==> config.mk <==
export PLATFORM = sky130hd
export DESIGN_NAME = ram_arbiter
export DESIGN_NICKNAME = d
export VERILOG_FILES = /design/src/rtl/ram_arb_pkg.sv /design/src/rtl/ram_arb_pick.sv /design/src/rtl/ram_arbiter.sv
export SDC_FILE = /design/constraint.sdc
export NUM_CORES = 1
export LEC_CHECK = 0
export BUFFER_PORTS_ARGS = -buffer_cell sky130_fd_sc_hd__buf_2
export CAP_MARGIN = 10
export CORE_AREA = 2 2 193 195
export DETAILED_ROUTE_END_ITERATION = 7
export DIE_AREA = 0 0 195 197
export GPL_TIMING_DRIVEN = 0
export PLACE_DENSITY = 0.3
export SYNTH_ARGS = -nofsm -noshare
export SYNTH_HDL_FRONTEND = slang
export SYNTH_SLANG_ARGS = --single-unit
==> constraint.sdc <==
create_clock -name clk -period 2.8 [get_ports clk]
set_clock_uncertainty 0.05 [all_clocks]
set_input_delay 0 -clock clk [delete_from_list [all_inputs] [get_ports clk]]
set_output_delay 0 -clock clk [all_outputs]
set_load 0.01 [all_outputs]
==> src/rtl/ram_arb_pkg.sv <==
// ram_arb_pkg
// Shared types and constants for the RAM arbiter slice.
//   state_t : arbiter FSM state (IDLE = no read outstanding, BUSY = read in flight)
//   owner_t : requester that issued the outstanding read
//   WORD_SHIFT : byte-to-word address shift for 64-bit RAM words
package ram_arb_pkg;

    typedef enum logic {
        IDLE,
        BUSY
    } state_t;

    typedef enum logic [1:0] {
        NONE,
        OWN_IF,
        OWN_MEM
    } owner_t;

    localparam int WORD_SHIFT = 3;

endpackage

==> src/rtl/ram_arb_pick.sv <==
// ram_arb_pick
// Combinational grant picker for the RAM arbiter. MEM has fixed priority over
// IF, except that once MEM has won MAX_MEM_RUN times in a row while IF was
// waiting, IF is forced through.
// Ports:
//   if_req, mem_req : pending requests
//   run_cnt         : consecutive MEM grants taken while IF was waiting
//   allow           : RAM can accept a new command this cycle
//   if_gnt, mem_gnt : one-hot (or zero) grant
module ram_arb_pick #(
    parameter int MAX_MEM_RUN = 4,
    parameter int RUN_W       = 3
) (
    input  logic             if_req,
    input  logic             mem_req,
    input  logic [RUN_W-1:0] run_cnt,
    input  logic             allow,
    output logic             if_gnt,
    output logic             mem_gnt
);

    logic starved;

    // IF counts as starved once the MEM run counter has saturated.
    assign starved = (run_cnt == RUN_W'(MAX_MEM_RUN));

    // MEM wins unless IF is both waiting and starved; IF takes whatever is left.
    always_comb begin
        if_gnt  = 1'b0;
        mem_gnt = 1'b0;
        if (allow) begin
            if (mem_req && !(if_req && starved)) begin
                mem_gnt = 1'b1;
            end else if (if_req) begin
                if_gnt = 1'b1;
            end
        end
    end

endmodule

==> src/rtl/ram_arbiter.sv <==
// ram_arbiter
// Shares a single-port synchronous RAM between the instruction-fetch port (IF,
// read-only) and the load/store port (MEM, read/write). Tracks the RAM read
// latency and routes each read response back to the port that issued it.
// Ports:
//   clk, rst                       : clock, asynchronous active-high reset
//   if_req/if_addr                 : IF read request (held until if_gnt)
//   if_gnt/if_rvalid/if_rdata      : IF accept strobe and read response
//   mem_req/mem_we/mem_addr/
//   mem_wdata/mem_wmask            : MEM request (held until mem_gnt)
//   mem_gnt/mem_rvalid/mem_rdata   : MEM accept strobe and read response
//   ram_en/ram_we/ram_addr/
//   ram_wdata/ram_wmask/ram_rdata  : RAM command and read data
module ram_arbiter
    import ram_arb_pkg::*;
#(
    parameter int                ADDR_W      = 64,
    parameter int                DATA_W      = 64,
    parameter int                RAM_AW      = 16,
    parameter logic [ADDR_W-1:0] BASE        = 'h8000_0000,
    parameter int                RAM_LAT     = 1,
    parameter int                MAX_MEM_RUN = 4
) (
    input  logic                clk,
    input  logic                rst,
    input  logic                if_req,
    input  logic [ADDR_W-1:0]   if_addr,
    output logic                if_gnt,
    output logic                if_rvalid,
    output logic [DATA_W-1:0]   if_rdata,
    input  logic                mem_req,
    input  logic                mem_we,
    input  logic [ADDR_W-1:0]   mem_addr,
    input  logic [DATA_W-1:0]   mem_wdata,
    input  logic [DATA_W/8-1:0] mem_wmask,
    output logic                mem_gnt,
    output logic                mem_rvalid,
    output logic [DATA_W-1:0]   mem_rdata,
    output logic                ram_en,
    output logic                ram_we,
    output logic [RAM_AW-1:0]   ram_addr,
    output logic [DATA_W-1:0]   ram_wdata,
    output logic [DATA_W/8-1:0] ram_wmask,
    input  logic [DATA_W-1:0]   ram_rdata
);

    // One spare bit keeps "lat_cnt > 1" a real comparison even when RAM_LAT is 1.
    localparam int LAT_W = $clog2(RAM_LAT + 1) + 1;
    localparam int RUN_W = ($clog2(MAX_MEM_RUN + 1) > 0) ? $clog2(MAX_MEM_RUN + 1) : 1;

    state_t             state, state_nxt;
    owner_t             owner, owner_nxt;
    logic [LAT_W-1:0]   lat_cnt, lat_nxt;
    logic               oor, oor_nxt;
    logic [RUN_W-1:0]   run_cnt, run_nxt;

    logic               allow;
    logic               any_gnt;
    logic               is_write;
    logic               rd_gnt;
    logic               in_range;
    logic               resp_now;
    logic [ADDR_W-1:0]  sel_addr;
    logic [ADDR_W-1:0]  offset;
    logic [RAM_AW-1:0]  word_idx;

    // A new command may go to the RAM when idle or in the last cycle of a read,
    // never while reset is held.
    assign allow = !rst && ((state == IDLE) || (lat_cnt == LAT_W'(1)));

    ram_arb_pick #(
        .MAX_MEM_RUN (MAX_MEM_RUN),
        .RUN_W       (RUN_W)
    ) u_pick (
        .if_req  (if_req),
        .mem_req (mem_req),
        .run_cnt (run_cnt),
        .allow   (allow),
        .if_gnt  (if_gnt),
        .mem_gnt (mem_gnt)
    );

    // Winner address decode. Anything below BASE wraps to a huge offset, so a
    // single "offset fits in the RAM" test plus the BASE compare covers both ends.
    assign any_gnt  = if_gnt | mem_gnt;
    assign is_write = mem_gnt & mem_we;
    assign rd_gnt   = any_gnt & ~is_write;
    assign sel_addr = mem_gnt ? mem_addr : if_addr;
    assign offset   = sel_addr - BASE;
    assign in_range = (sel_addr >= BASE) && ((offset >> (RAM_AW + WORD_SHIFT)) == '0);
    assign word_idx = RAM_AW'(offset >> WORD_SHIFT);

    // RAM command mux. Out-of-range accesses are granted but never reach the RAM.
    assign ram_en    = any_gnt & in_range;
    assign ram_we    = ram_en & is_write;
    assign ram_addr  = any_gnt ? word_idx : '0;
    assign ram_wdata = is_write ? mem_wdata : '0;
    assign ram_wmask = is_write ? mem_wmask : '0;

    // Read response steering: only the owner sees rvalid and data; an
    // out-of-range read returns zeros at the normal time.
    assign resp_now   = (state == BUSY) && (lat_cnt == LAT_W'(1));
    assign if_rvalid  = resp_now && (owner == OWN_IF);
    assign mem_rvalid = resp_now && (owner == OWN_MEM);
    assign if_rdata   = (if_rvalid && !oor) ? ram_rdata : '0;
    assign mem_rdata  = (mem_rvalid && !oor) ? ram_rdata : '0;

    // Next-state logic. While a read is still counting down nothing can be
    // granted; otherwise a read grant (re)loads the tracker and anything else
    // returns the FSM to IDLE.
    always_comb begin
        state_nxt = state;
        lat_nxt   = lat_cnt;
        owner_nxt = owner;
        oor_nxt   = oor;
        if (lat_cnt > LAT_W'(1)) begin
            lat_nxt = lat_cnt - LAT_W'(1);
        end else if (rd_gnt) begin
            state_nxt = BUSY;
            lat_nxt   = LAT_W'(RAM_LAT);
            owner_nxt = mem_gnt ? OWN_MEM : OWN_IF;
            oor_nxt   = !in_range;
        end else begin
            state_nxt = IDLE;
            lat_nxt   = '0;
            owner_nxt = NONE;
            oor_nxt   = 1'b0;
        end
    end

    // Starvation counter: counts MEM wins while IF waits, cleared whenever IF
    // is served or stops asking.
    always_comb begin
        run_nxt = run_cnt;
        if (!if_req || if_gnt) begin
            run_nxt = '0;
        end else if (mem_gnt && (run_cnt < RUN_W'(MAX_MEM_RUN))) begin
            run_nxt = run_cnt + RUN_W'(1);
        end
    end

    // State registers; reset drops any outstanding read.
    always_ff @(posedge clk or posedge rst) begin
        if (rst) begin
            state   <= IDLE;
            lat_cnt <= '0;
            owner   <= NONE;
            oor     <= 1'b0;
            run_cnt <= '0;
        end else begin
            state   <= state_nxt;
            lat_cnt <= lat_nxt;
            owner   <= owner_nxt;
            oor     <= oor_nxt;
            run_cnt <= run_nxt;
        end
    end

endmodule

==> summary.md <==
| Metric | Value |
|---|---|
| R2R Path Start | `run_cnt[1]$_DFFE_PP0P_` |
| Worst Max-Slew Pin Slew | `around 1.0 ns` |
| Kind of critical path | `reg -> out` |
| Post-Route WL | `between 20 and 30 mm` |
| CP Capture Type | `output port` |
| H-tree levels | `1` |
| Clock Sinks | `9` |
| Core Area | `36260 um^2` |
| Fill count | `between 4k and 5k` |
| Synth warn | `0` |
| Yosys reg bits | `9` |
| Top-area cell type share of the netlist area | `26.23%` |
| Wire per inst | `between 15 and 20 um` |
| # IOs | `491` |
| Crit path launch type | `flip-flop` |
| Number of max-cap violations | `0` |
| Die area | `around 38000 um^2` |
| Simple-Gate Fraction of Synth Area | `70.50%` |
| Area delta synth->final | `110.2%` |
| Hold Path End | `state$_DFFE_PP0P_` |
| Post-Place Cells | `1446` |
| Final Hold Fails | `0` |
| Area of the multi-input gates | `2850 um^2` |
| Commonest non-fill, non-tap cell in the layout | `buf_2` |
| Critical Path RT | `around 2.8 ns` |
| Post-layout min period | `approximately 2.7 ns` |
| Post-synthesis net count | `765` |
| Period utilisation layout | `97.35%` |
| Final setup fails | `0` |
| Antenna violations before repair | `15` |
| RR Endpoint | `oor$_DFFE_PP0P_` |
| Primary FF master, synth | `dfrtp_1` |
| WHS Path Cells | `3` |
| Final slew viol count | `0` |
| Seq/Total Area, Yosys | `7.264%` |
| Detail Route Antenna Nets | `0` |
| Final global-route overflow total | `0` |
| WP data arrival | `2.68 ns` |
| P per Cell Area | `148.2 nW/um^2` |
| First-pass GRT wire length | `35.99 mm` |
| Mux cell area share after synthesis | `1.735%` |
| Layout net count | `1268` |
| Post-synth EDFFs | `0` |
| CTS buffer count | `3` |
| Max rail drop VDD | `0.1349 mV` |
| Root buffer cell | `clkbuf_16` |
| Status | `finished clean` |
| HP Class | `in -> reg` |
| GRT Total Usage | `12.58%` |
| Largest net degree at the start of global routing | `11` |
| Met2 Usage GRT | `25.63%` |
| Vias in the first global route | `5925` |
| Async S/R FF share, synth | `100.0%` |
| Via density | `3.894` |
| Die W | `195 um` |
| Leakage power | `~3.8 nW` |
| Register area | `226.5 um^2` |
| Unrepaired setup endpoints after global routing | `yes` |
| Initial Utilization | `8.551%` |
| Layout cells sized above 1 | `between 50% and 60%` |
| 1st-iter DRT viols | `roughly 150` |
| Final hold slack | `approximately 0.11 ns` |
| Met1 Use GR | `about an eighth` |
| RePlAce Congestion | `roughly 0.77` |
| Clk Latency, worst-skew pair | `around 0.24 ns` |
| DR DRC count | `0` |
| Chip Height | `197 um` |
| Worst slew margin | `between 30% and 40%` |
| Core Util, Final | `17.97%` |
| DRT Pass-1 Iters | `5` |
| M3 GR Usage | `2.841%` |
| Max Clk Rate | `roughly 0.37 GHz` |
| Cell area after synthesis | `roughly 3100 um^2` |
| IO buf count | `approximately 480` |
| Cells after Synth | `494` |
| Area share of fa/ha/maj cells after synthesis | `0.8071%` |
| Critical Path Start | `run_cnt[1]$_DFFE_PP0P_` |
| XOR/XNOR Fraction of Synth Area | `under 10%` |
| Complex-gate fraction of the synthesized area | `11.86%` |
| Dpl hpwl | `approximately 24 mm` |
| Reg2reg path depth | `11` |
| Largest area contributor in the synthesized netlist | `and2_1` |
| Hold_sp | `mem_we` |
| Vias | `5732` |
| Avg Cell Area, Syn | `6.276 um^2` |
| Crit path max fanout | `8` |
| CTS tree | `yes` |
| Largest family of logic cells by synthesized area | `simple AND/OR/NAND/NOR gates` |
| CTS Buffer Depth | `2` |
| Reg2reg setup slack | `between 0.2 and 0.3 ns` |
| Top post-synthesis cells by area | `and2_1, and3_1, dfrtp_1` |
| Worst-path clk slew | `about 0.040 ns` |
| Layout Cells excl Fill | `about 1.5k` |
| Cell Rows | `70` |
| Synth unique cells | `50` |
| Most frequent cells in the layout | `buf_2, and2_1, and3_1` |
| GRT busiest layer | `met2` |
stage by stage:
step / setup WS (ns) / power [mW] / TNS, ns / cell area (um^2)
6_report: 0.07428 / 0.9659 / 0 / 6516
2_1_floorplan: 0.2628 / 0.3318 / 0 / 3100
3_5_place_dp: -0.6572 / 0.6872 / -40.24 / 6108
5_1_grt: -0.04795 / 1.042 / -0.08994 / 6506
4_1_cts: -0.007442 / 0.9704 / -0.007442 / 6391
3_3_place_gp: -0.7132 / 0.6863 / -42.17 / 6108
registers in the layout, summed over array words and instances, names as in the netlist:
signal,count
run_cnt,3
lat_cnt,2
owner,2
oor,1
state,1
metal layers:
metal  share of wire [%]  routed length, um
met2                  54              14170
met4                 3.2                824
met3                 7.3               1912
met5                0.11                 29
met1                  35               9083
repair_timing:
action,4_1_cts,5_1_grt
setup endpoints to repair,110,27
pin swaps,8,4
resized for setup,40,11
setup buffers,4,8
hold buffers,2,0
endpoints found under the hold margin,10,0
critical path, cell delays in order (launching register included):
cell       delay, ns
dfrtp_1         0.35
inv_2           0.05
ha_4            0.16
nand3_4         0.09
o2111ai_4       0.16
buf_8           0.19
or4_4           0.53
and4_4          0.20
nor4_4          0.13
o2111ai_2       0.22
nor3b_2         0.20
buf_4           0.16
cells by family (layout without fill, tap and decap cells):
kind of cell	after synthesis	count (layout)
AO/OA/AOI/OAI	59	59
XOR/XNOR	7	7
adder cells (fa/ha/maj)	2	2
buffers and inverters	48	550
flip-flops	9	9
multiplexers	5	5
other	0	8
AND/OR/NAND/NOR	364	364
area by class of cell:
type / instances / area share [%]
inverters: 10 / 0.6528
clock buffers: 4 / 1.210
diodes: 8 / 0.3072
repair buffers: 498 / 38.94
well taps: 468 / 8.986
multi-input cells: 437 / 43.74
flip-flops and latches: 9 / 3.475
plain buffers: 38 / 2.688
where the power goes:
group | leakage [nW] | internal (mW) | switching [mW] | total, mW
clock | 0.0382 | 0.191 | 0.0653 | 0.256
combinational | 3.66 | 0.261 | 0.307 | 0.568
sequential | 0.119 | 0.137 | 0.00532 | 0.142
total | 3.82 | 0.588 | 0.378 | 0.966
worst max path at each step:
stage                         endpoint  slack [ns]  depth (start not counted)
final                           ram_we        0.07                         11
after global routing            ram_we       -0.05                          9
after CTS                       ram_we      -0.007                         11
after detailed placement  ram_addr[14]       -0.66                         11
after global placement    ram_addr[10]       -0.71                          9
after floorplan                 ram_we        0.26                         10
synth_stat cells (3+ instances only):
master / instances
a211oi_1: 3
a21oi_1: 23
and2_1: 130
and3_1: 73
clkbuf_1: 36
dfrtp_1: 9
inv_1: 9
mux2_2: 3
nand2_1: 46
nand3_1: 6
nand4_1: 11
nand4b_1: 3
nor2_1: 21
nor2b_1: 5
nor3_1: 9
nor3b_1: 4
nor4_1: 31
nor4b_1: 3
o21ai_0: 13
o31ai_1: 3
or3_1: 5
or4_1: 4
xor2_1: 5
No activity file was read; power rests on OpenSTA's default activity.
